--- config.mk ---
export PLATFORM = sky130hd
export DESIGN_NAME = mac_dot_seq_flat
export DESIGN_NICKNAME = d
export VERILOG_FILES = /design/src/rtl/mac_dot_seq_if.sv /design/src/rtl/mac_dot_seq.sv /design/src/flat_wrapper.sv
export SDC_FILE = /design/constraint.sdc
export NUM_CORES = 1
export LEC_CHECK = 0
export ABC_AREA = 1
export CORE_MARGIN = 5
export CORE_UTILIZATION = 36
export CTS_CLUSTER_DIAMETER = 80
export DETAILED_ROUTE_END_ITERATION = 10
export GPL_ROUTABILITY_DRIVEN = 0
export MAX_ROUTING_LAYER = met4
export SLEW_MARGIN = 10
export SYNTH_ARGS = -nofsm -noshare
export SYNTH_HDL_FRONTEND = slang
export SYNTH_SLANG_ARGS = --single-unit
export TNS_END_PERCENT = 1
--- constraint.sdc ---
create_clock -name clk -period 5 [get_ports clk]
set_clock_uncertainty 0.1 [all_clocks]
set_input_delay 0.75 -clock clk [delete_from_list [all_inputs] [get_ports clk]]
set_output_delay 0.75 -clock clk [all_outputs]
set_load 0.05 [all_outputs]
--- src/rtl/mac_dot_seq_if.sv ---
// Package and handshake interface for mac_dot_seq.
//
// Verilog_parameter : shared default operand width.
// mac_dot_seq_if    : groups the command, operand-stream and result-stream signals.
//   start/len/bias   - command, sampled when the block is idle
//   in_valid/in_ready, a_in/b_in - operand pair stream
//   out_valid/out_ready, result  - result stream
//   busy             - operation in progress
// Modport master is the producer/consumer side; slave is the MAC block.

package Verilog_parameter;
    parameter int unsigned S = 8;
endpackage

interface mac_dot_seq_if #(
    parameter int unsigned S     = Verilog_parameter::S,
    parameter int unsigned LEN_W = 4,
    localparam int unsigned ACC_W = 2 * S + LEN_W
);
    logic             start;
    logic [LEN_W-1:0] len;
    logic [S-1:0]     bias;
    logic             in_valid;
    logic             in_ready;
    logic [S-1:0]     a_in;
    logic [S-1:0]     b_in;
    logic             out_valid;
    logic             out_ready;
    logic [ACC_W-1:0] result;
    logic             busy;

    modport master (
        output start, len, bias, in_valid, a_in, b_in, out_ready,
        input  in_ready, out_valid, result, busy
    );

    modport slave (
        input  start, len, bias, in_valid, a_in, b_in, out_ready,
        output in_ready, out_valid, result, busy
    );
endinterface

--- src/rtl/mac_dot_seq.sv ---
// Sequential dot-product MAC: result = bias + sum(a_in * b_in) over len operand pairs.
//
// Ports:
//   clk   - clock, all state on rising edge
//   reset - synchronous active-high reset
//   bus   - mac_dot_seq_if.slave (command, operand stream, result stream, busy)
//
// Accumulator is 2*S+LEN_W bits wide, so no operand values or length can overflow it.

module mac_dot_seq #(
    parameter int unsigned S     = Verilog_parameter::S,
    parameter int unsigned LEN_W = 4,
    localparam int unsigned ACC_W = 2 * S + LEN_W
) (
    input  logic           clk,
    input  logic           reset,
    mac_dot_seq_if.slave   bus
);

    typedef enum logic [1:0] {
        StIdle = 2'd0,
        StRun  = 2'd1,
        StOut  = 2'd2
    } state_e;

    state_e           state_q, state_d;
    logic [ACC_W-1:0] acc_q, acc_d;
    logic [LEN_W-1:0] cnt_q, cnt_d;
    logic [ACC_W-1:0] result_q, result_d;

    logic [ACC_W-1:0] prod;
    logic [ACC_W-1:0] acc_sum;
    logic             xfer;

    assign prod    = ACC_W'(bus.a_in) * ACC_W'(bus.b_in);
    assign acc_sum = acc_q + prod;
    // in_ready comes from registered state only, so xfer depends on in_valid but not vice versa
    assign xfer    = bus.in_valid && (state_q == StRun);

    always_ff @(posedge clk) begin
        if (reset) begin
            state_q  <= StIdle;
            acc_q    <= '0;
            cnt_q    <= '0;
            result_q <= '0;
        end else begin
            state_q  <= state_d;
            acc_q    <= acc_d;
            cnt_q    <= cnt_d;
            result_q <= result_d;
        end
    end

    always_comb begin
        state_d  = state_q;
        acc_d    = acc_q;
        cnt_d    = cnt_q;
        result_d = result_q;
        unique case (state_q)
            StIdle: begin
                if (bus.start) begin
                    if (bus.len != '0) begin
                        acc_d   = ACC_W'(bus.bias);
                        cnt_d   = bus.len;
                        state_d = StRun;
                    end else begin
                        result_d = ACC_W'(bus.bias);
                        state_d  = StOut;
                    end
                end
            end
            StRun: begin
                if (xfer) begin
                    acc_d = acc_sum;
                    cnt_d = cnt_q - LEN_W'(1);
                    if (cnt_q == LEN_W'(1)) begin
                        result_d = acc_sum;
                        state_d  = StOut;
                    end
                end
            end
            StOut: begin
                if (bus.out_ready) begin
                    state_d = StIdle;
                end
            end
            default: state_d = StIdle;
        endcase
    end

    assign bus.in_ready  = (state_q == StRun);
    assign bus.out_valid = (state_q == StOut);
    assign bus.busy      = (state_q == StRun) || (state_q == StOut);
    assign bus.result    = result_q;

endmodule

--- src/flat_wrapper.sv ---
// flat-port wrapper written by rule: the top's interface ports become plain ports
module mac_dot_seq_flat 
#(
    parameter int unsigned S     = Verilog_parameter::S,
    parameter int unsigned LEN_W = 4,
    localparam int unsigned ACC_W = 2 * S + LEN_W
)
  (clk, reset, bus_start, bus_len, bus_bias, bus_in_valid, bus_a_in, bus_b_in, bus_out_ready, bus_in_ready, bus_out_valid, bus_result, bus_busy);
  mac_dot_seq_if #(.S(S), .LEN_W(LEN_W)) bus_i ();
  input  logic clk;
  input  logic reset;
  input wire logic [$bits(bus_i.start)-1:0] bus_start;
  input wire logic [$bits(bus_i.len)-1:0] bus_len;
  input wire logic [$bits(bus_i.bias)-1:0] bus_bias;
  input wire logic [$bits(bus_i.in_valid)-1:0] bus_in_valid;
  input wire logic [$bits(bus_i.a_in)-1:0] bus_a_in;
  input wire logic [$bits(bus_i.b_in)-1:0] bus_b_in;
  input wire logic [$bits(bus_i.out_ready)-1:0] bus_out_ready;
  output wire logic [$bits(bus_i.in_ready)-1:0] bus_in_ready;
  output wire logic [$bits(bus_i.out_valid)-1:0] bus_out_valid;
  output wire logic [$bits(bus_i.result)-1:0] bus_result;
  output wire logic [$bits(bus_i.busy)-1:0] bus_busy;
  assign bus_i.start = bus_start;
  assign bus_i.len = bus_len;
  assign bus_i.bias = bus_bias;
  assign bus_i.in_valid = bus_in_valid;
  assign bus_i.a_in = bus_a_in;
  assign bus_i.b_in = bus_b_in;
  assign bus_i.out_ready = bus_out_ready;
  assign bus_in_ready = bus_i.in_ready;
  assign bus_out_valid = bus_i.out_valid;
  assign bus_result = bus_i.result;
  assign bus_busy = bus_i.busy;
  mac_dot_seq #(.S(S), .LEN_W(LEN_W)) u_core (.clk(clk), .reset(reset), .bus(bus_i));
endmodule
* Yosys cells after proc, flatten, opt, wreduce, memory -nomap -nowiden
Cells that the tools add are included.
W data, S select, Z words.
** Word-level totals
- Output and inout port bits :: 23
- Bits of input ports :: 33
- Logic and storage cells :: 43
- Register bits :: 46
** Cells by class
- $add $sub $neg :: 2
- Reductions and logical operators :: 8
- Equal/unequal tests :: 9
- Multipliers :: 1
- Muxes and demuxes :: 19
** Operators with widths (count)
- $mux W20 :: 7
- $pmux W20 S2 :: 2
- $add A20 B16 Y20 :: 1
- $mul A8 B8 Y16 :: 1
- $mux W4 :: 3
- $mux W2 :: 5
- $pmux W4 S2 :: 1
- $reduce_and A4 Y1 :: 2
- $ne A2 B1 Y1 const B :: 3
- $ne A2 B2 Y1 const B :: 3
- $pmux W2 S3 :: 1
- $reduce_and A5 Y1 :: 1
- $eq A4 B1 Y1 const B :: 1
- $reduce_bool A4 Y1 :: 1
- $sub A4 B1 Y4 const B :: 1
- $eq A2 B1 Y1 const B :: 1
- $eq A2 B2 Y1 const B :: 1
- $logic_not A2 Y1 :: 1
- $reduce_bool A2 Y1 :: 1
- $logic_and A1 B1 Y1 :: 1
- $logic_or A1 B1 Y1 :: 1

* Depth between registers and ports, before layout
Gate-level depths: netlist of run 1.
- Depth in word-level cells :: 5
- Gate-level depth with buffers :: 21
- Depth with buffers taken out :: 20

* Worst setup path before layout of run 1
Ideal clock, no wire load.
- Path kind :: input -> register
- Start point :: input bus_a_in[0]
- End point :: register u_core.result_q[14], in the netlist u_core.bus.result[14]
- Path buffers :: 1
- Stages on the path :: 19
- Library setup time :: 0.070 ns
- Slack :: 0.522 ns
- Data required time :: 4.830 ns
- Arrival time :: 4.308 ns
- Path through :: clkbuf_1 > nand2_1 > fa_1 > fa_1 > inv_1 > fa_1 > inv_1 > fa_1 > inv_1 > ha_1 > nand2_1 > nand2_1 > a21oi_1 > nand2_1 > nand2_1 > nand2_1 > nand2_1 > nand3_1 > a21oi_1
** On the way
- Longest elaborated chain between the ends :: 5
** RTL lines
- from (decl) :: RTL line flat_wrapper.sv:16 : input wire logic [$bits(bus_i.a_in)-1:0] bus_a_in;
- $mul A8 B8 Y16 :: RTL line mac_dot_seq.sv:35 : assign prod = ACC_W'(bus.a_in) * ACC_W'(bus.b_in);
- $add A20 B16 Y20 :: RTL line mac_dot_seq.sv:36 : assign acc_sum = acc_q + prod;
- $mux W20 :: RTL line mac_dot_seq.sv:76 : if (cnt_q == LEN_W'(1)) begin
- $mux W20 :: RTL line mac_dot_seq.sv:73 : if (xfer) begin
- $pmux W20 S2 :: RTL line mac_dot_seq.sv:59 : unique case (state_q)
- to (signal assigned) :: RTL line mac_dot_seq.sv:50 : result_q <= result_d;
- to (decl) :: RTL line mac_dot_seq.sv:29 : logic [ACC_W-1:0] result_q, result_d;
Every way passes these cells. The select of a mux whose other input is x is not followed.
A chain may end at the register's enable or synchronous reset.

* Worst setup path in the final report of run 1
- Start point :: input bus_a_in[5]
- End point :: register u_core.result_q[18], in the netlist u_core.bus.result[18]
Same word-level chain as after synthesis.

==> run summary, run 1 <==
Starting Density -> 36.8%
Top cell family by delay on the critical path -> adder cells
Maximum Capacitance Violations -> 0
Synth warn -> 0
Initial antenna violation count -> 0
Netlist cell types -> 24
Logic pwr share -> 77.4%
Ys async rst share -> 0%
Relative slew margins -> 27.8%
Fmax -> 0.209 GHz
Final WS setup -> 0.215 ns
N_diodes -> 0
Final cell count without fillers -> 963
Min Tclk post-route -> 4.78 ns
Vias in the first global route -> 4394
CP required -> 5.13 ns
Final period util -> 95.7%
Post-DP Area -> 0.00580 sq mm
Dpl ws -> -0.268 ns
CTS root buf -> clkbuf_16
Final Hold Vio Count -> 0
Peak VDD IR -> 0.521 mV
Post-Synth Adder-Cell Area -> 32.2%
IO Count -> 56
Sequential share of power -> 13.8%
Sink Count -> 46
Die Ht -> 127 um
Net Sw Power -> 2.37 mW
Seq/Total Area, Yosys -> 18.8%
Crit-path cells -> clkdlybuf4s50_1 > buf_6 > nand2_1 > fa_1 > inv_1 > fa_1 > fa_1 > inv_1 > fa_1 > inv_1 > ha_4 > buf_4 > nand2_1 > inv_1 > a21oi_1 > nand2_1 > nand2_1 > nand2_1 > nand2_1 > nand3_2 > a21oi_2
Slew Limit Fails -> 0
Main combinational cell family by area after synthesis -> adder cells
Critical Path Max Stage Delay -> 0.54 ns
P&R area growth vs syn -> 25.7%
First-pass GRT wire length -> 21000 um
CTS tree -> done
Most frequent CP cell -> nand2_1
GRT overflow -> 0
Design area -> 0.00615 sq mm
Main synth FF type -> dfxtp_1
Largest net degree at the start of global routing -> 38
Number of DRC markers in iteration 0 -> 205
Post-Syn Instances -> 716
CP endpoint kind -> flip-flop
Net Sw Frac -> 52.0%
Drc violations -> 0
Core area -> 0.0133 sq mm
Die X -> 127 um
EDFF count, synth -> 0
IO buf count -> 55
Worst-path clk slew -> 0.07 ns
Detailed Route WL -> 12000 um
Buf+Inv Stages, Crit Path -> 7
XOR/XNOR Fraction of Synth Area -> 0%
Highest-delay cell along the critical path -> fa_1
FF+latch count, synth -> 46
Clk pwr share -> 8.8%
Final #Nets -> 915
Final setup vio count -> 0
Drt via density -> 4.46
CP arrival -> 4.91 ns
Post-DP HPWL -> 9460 um
Clock latency on the worst-skew pair -> 0.29 ns
Die area -> 0.0160 sq mm
Mapped cell area -> 0.00489 sq mm
CP Launch Type -> input pin
Worst setup path category -> in2reg
Outcome -> completed
Power density over the cells -> 742 mW/mm^2
# rows -> 42
Layout cell share with drive strength beyond 1 -> 9.66%
Compound-gate portion of the synthesized area -> 11.4%
Simple-gate area share of the yosys netlist -> 20.2%
Avg WL per Cell -> 12.4 um
Longest Clk Path Bufs -> 2
Pleak -> 3.42 nW
# placed instances -> 954
Int Pwr -> 2.19 mW
H-tree levels -> 2
Multiplexer share of the synthesized area -> 0%
Syn_area_per_cell -> 6.83 sq um
Maximum fanout along the worst path -> 8
R2R setup slack -> 0.94 ns
DR vias -> 4297
Num CTS Buffers -> 5
Hold WC Path Type -> reg2reg
Worst slew pin tran -> 1.08 ns
GRT Util Overall -> 16.1%
Setup TNS -> 0 ns
Number of antenna-violating nets in the routed design -> 0
Syn Nets -> 845
DR pass1 iterations -> 4
worst paths after layout:
kind,start,to,cells after the start
min reg2reg,u_core.bus.result[0],u_core.bus.result[0],2
max reg2reg,u_core.acc_q[6],u_core.acc_q[9],16
max,bus_a_in[5],u_core.bus.result[18],21
min,u_core.bus.result[0],u_core.bus.result[0],2
area by class of cell:
type	instances	area, sq um
clock buffer	5	125
clock inverter	3	48.8
fill	1387	7150
inverter	187	702
multi-input combinational	452	3250
sequential	46	921
tap	176	220
timing repair buffer	94	877
metrics by stage:
step           hold slack (ns)  total power, mW  util [%]
2_1_floorplan            0.350             2.86         -
3_3_place_gp             0.354             3.89      43.6
3_5_place_dp             0.363             3.89      43.6
4_1_cts                  0.374             4.33      45.0
5_1_grt                  0.394             5.13      46.2
6_report                 0.369             4.56      46.2
registers in the layout, indices dropped and copies added, names as in the netlist:
signal             count
u_core.cnt_q           4
u_core.acc_q          20
u_core.state_q         2
u_core.bus.result     20
cell usage in the layout (no fill, tap or decap):
cell type / instances
a21oi_2: 12
nor3_1: 5
clkinvlp_4: 1
bufinv_16: 1
a31oi_1: 1
dfxtp_1: 46
inv_1: 184
inv_8: 1
nor3b_1: 1
or2_4: 1
o22ai_2: 1
nor2_1: 21
nand3b_1: 4
nand3_1: 17
clkdlybuf4s50_1: 43
or2_1: 1
fa_1: 50
nand2_1: 190
nand2_2: 3
nand3_2: 3
ha_1: 41
a21oi_1: 45
buf_4: 38
inv_2: 3
ha_4: 5
buf_6: 1
dlymetal6s2s_1: 12
nor2_4: 1
o21ai_0: 34
clkbuf_16: 5
o21ai_1: 16
power by group through the flow:
stage	logic [mW]	registers [mW]	clock network, mW
2_1_floorplan	2.03	0.832	0
3_3_place_gp	3.25	0.636	0
3_5_place_dp	3.26	0.634	0
4_1_cts	3.29	0.629	0.410
5_1_grt	4.06	0.651	0.421
6_report	3.53	0.629	0.400
cell usage after synthesis, types with 2 or more instances:
library cell	n	area [sq um]
buf_2	9	45.0
o21ai_1	15	75.1
fa_1	50	1000
a21oi_1	56	280
inv_1	184	691
ha_1	46	576
nand2_1	193	724
nand3_1	20	100
inv_2	3	11.3
nor2_1	21	78.8
clkbuf_1	18	67.6
or2_1	2	12.5
o21ai_0	35	175
buf_4	2	15.0
dfxtp_1	46	921
nand3b_1	4	30.0
nor3_1	5	25.0
routing by layer:
metal  up-vias  global-route usage [%]  part of all wire (%)
met5         -                       -                     0
met4         0                    3.41                   1.0
met3         8                    2.06                   3.2
met2        56                    24.9                    45
met1      1960                    22.8                    51
li1       2273                       -                     -
kinds of logic after synthesis:
| logic type | count (synthesis) |
|---|---|
| and+or+nand+nor | 247 |
| buffers and inverters | 218 |
| adders and majority gates | 96 |
| DFF | 46 |
| AOI/OAI and AO/OA | 109 |
timing repair:
action                     CTS  global route
setup buffers                0             1
hold buffers                 0             0
resized for setup            0            38
setup endpoints to repair    0            27
worst reg2reg max path, cell delays in order (launching register included):
cell	delay [ns]
dfxtp_1	0.31
inv_1	0.08
fa_1	0.53
inv_1	0.05
fa_1	0.50
inv_1	0.05
fa_1	0.49
fa_1	0.56
inv_1	0.04
ha_1	0.30
or2_4	0.26
nand3b_1	0.10
nand2_2	0.09
a21oi_1	0.12
o21ai_0	0.10
buf_4	0.16
a21oi_1	0.14
No activity file was read; power rests on OpenSTA's default activity.
==> run 2, diff against run 1 <==
- CORE_MARGIN: 5 -> default
==> run 2 against run 1 <==
Against the previous run: sequential share of layout area is 0.13 points higher; combinational power is 1% lower; critical endpoint is now u_core.bus.result[16]; die area shrank 12%; critical path depth is 1 lower; core utilization fell by 0.20 points; worst hold slack lost 0.0038 ns; clock power shrank 4%; maximum frequency fell by 0.32%; cell count fell by 0.31%; non-clock buffer count down 3; total power decreased by 1.4%; sequential power is essentially flat.
==> run summary, run 2 (synthesis results as in run 1) <==
Outcome -> completed (unchanged)
Number of antenna-violating nets in the routed design -> 0 (unchanged)
Drt via density -> 4.49 (was 4.46)
Clock latency on the worst-skew pair -> 0.29 ns (about the same)
Fmax -> 0.208 GHz (was 0.209 GHz)
N_diodes -> 0 (unchanged)
CP arrival -> 4.92 ns (was 4.91 ns)
First-pass GRT wire length -> 19300 um (was 21000 um)
Final Hold Vio Count -> 0 (unchanged)
CP endpoint kind -> flip-flop (unchanged)
Hold slack -> 0.365 ns (was 0.369 ns)
Min Tclk post-route -> 4.80 ns (was 4.78 ns)
CTS tree -> done (unchanged)
Final period util -> 96.0% (was 95.7%)
Worst setup path category -> in2reg (unchanged)
Relative slew margins -> 27.7% (was 27.8%)
Tot Pwr -> 4.50 mW (was 4.56 mW)
Most frequent cells in the layout -> nand2_1, inv_1, a21oi_1, fa_1, dfxtp_1 (was nand2_1, inv_1, fa_1, dfxtp_1, a21oi_1)
Sink Count -> 46 (unchanged)
Starting Density -> 36.9% (was 36.8%)
Core area -> 0.0132 sq mm (was 0.0133 sq mm)
GRT Util Overall -> 17.3% (was 16.1%)
Post-DP Area -> 0.00580 sq mm (about the same)
Detailed Route WL -> 11500 um (was 12000 um)
Layout cell share with drive strength beyond 1 -> 8.04% (was 9.66%)
GRT overflow -> 0 (unchanged)
H-tree levels -> 2 (unchanged)
Worst-path clk slew -> 0.07 ns (about the same)
Die X -> 119 um (was 127 um)
Final WS setup -> 0.200 ns (was 0.215 ns)
FF/Latch Area -> 921 sq um (unchanged)
Die area -> 0.0141 sq mm (was 0.0160 sq mm)
# rows -> 42 (unchanged)
Vias in the first global route -> 4137 (was 4394)
Initial antenna violation count -> 0 (unchanged)
Drc violations -> 0 (unchanged)
Post-DP HPWL -> 9240 um (was 9460 um)
IO Count -> 56 (unchanged)
Area of the multi-input gates -> 0.00322 sq mm (was 0.00325 sq mm)
Num CTS Buffers -> 5 (unchanged)
Pleak -> 3.40 nW (was 3.42 nW)
CP Launch Type -> input pin (unchanged)
Hold Buf Count CTS -> 0 (unchanged)
Worst slew pin tran -> 1.08 ns (about the same)
DR pass1 iterations -> 4 (unchanged)
CTS root buf -> clkbuf_16 (unchanged)
Avg WL per Cell -> 11.9 um (was 12.4 um)
RSZ-0062 raised after global routing -> yes
Setup TNS -> 0 ns (unchanged)
Die Ht -> 119 um (was 127 um)
IO buf count -> 55 (unchanged)
# placed instances -> 952 (was 954)
Largest net degree at the start of global routing -> 38 (unchanged)
Final cell count without fillers -> 960 (was 963)
Maximum fanout along the worst path -> 6 (was 8)
Dpl ws -> -0.211 ns (was -0.268 ns)
Peak VDD IR -> 0.586 mV (was 0.521 mV)
Fillcell total -> 1393 (was 1387)
Longest Clk Path Bufs -> 2 (unchanged)
Post-Route Utilization -> 46.0% (was 46.2%)
Maximum Capacitance Violations -> 0 (unchanged)
Power density over the cells -> 737 mW/mm^2 (was 742 mW/mm^2)
Setup bufs post-CTS -> 0 (unchanged)
P&R area growth vs syn -> 24.7% (was 25.7%)
Final setup vio count -> 0 (unchanged)
Final #Nets -> 912 (was 915)
Hold WC Path Type -> reg2reg (unchanged)
Most common cell after layout, fill and taps aside -> nand2_1 (unchanged)
CP required -> 5.12 ns (was 5.13 ns)
Design area -> 0.00610 sq mm (was 0.00615 sq mm)
DR vias -> 4309 (was 4297)
Slew Limit Fails -> 0 (unchanged)
Number of DRC markers in iteration 0 -> 177 (was 205)
[run 2: cell types whose count changed in the layout (fill, tap and decap cells not counted), moves of 2 or more]
cell / delta
nand2_1: +2
a21oi_2: -5
nand3_2: -2
a21oi_1: +5
nand3_1: +2
nand2_2: -2
buf_4: -4
[run 2: final cells by class]
| class | count | area share [%] |
|---|---|---|
| Sequential cell | 46 | 15.1 |
| Timing Repair Buffer | 91 | 14.2 |
| Inverter | 187 | 11.5 |
| Multi-Input combinational cell | 452 | 52.9 |
| Tap cell | 176 | 3.61 |
| Clock inverter | 2 | 0.616 |
| Clock buffer | 6 | 2.11 |
[run 2: where the power goes]
part / internal (mW) / switching [mW] / total, mW
clock: 0.236 / 0.148 / 0.384
combinational: 1.40 / 2.08 / 3.48
sequential: 0.533 / 0.0977 / 0.631
[run 2: worst paths after layout]
check	start	to	slack, ns	depth (start not counted)
worst max-delay path	bus_a_in[4]	u_core.bus.result[16]	0.20	20
worst min-delay path	u_core.bus.result[0]	u_core.bus.result[0]	0.37	2
worst max register to register	u_core.acc_q[6]	u_core.bus.result[11]	0.89	16
worst min register to register	u_core.bus.result[0]	u_core.bus.result[0]	0.37	2
[run 2: worst max-delay path: stages]
cell and delay (ns):
clkdlybuf4s50_1 0.47, buf_6 0.13, nand2_2 0.06, fa_1 0.53
inv_1 0.05, fa_1 0.50, fa_1 0.53, inv_1 0.06
fa_1 0.54, inv_1 0.06, ha_4 0.27, buf_4 0.10
nand2_1 0.06, inv_1 0.07, nand2_1 0.08, nor3_2 0.13
nand2_1 0.10, nand3_1 0.09, nand3_1 0.13, a21oi_1 0.20
[run 2: routing by layer]
metal,routed length (um),up-vias,GRT usage (%)
li1,-,2271,-
met1,6080,1968,25.4
met4,82,0,3.32
met5,0,-,-
met3,307,7,1.64
met2,5000,63,25.9
[run 2: what timing repair did]
action | in CTS | in global routing
resized for setup | 0 | 27
hold endpoints to repair | 0 | 0
endpoints found under the setup margin | 0 | 26
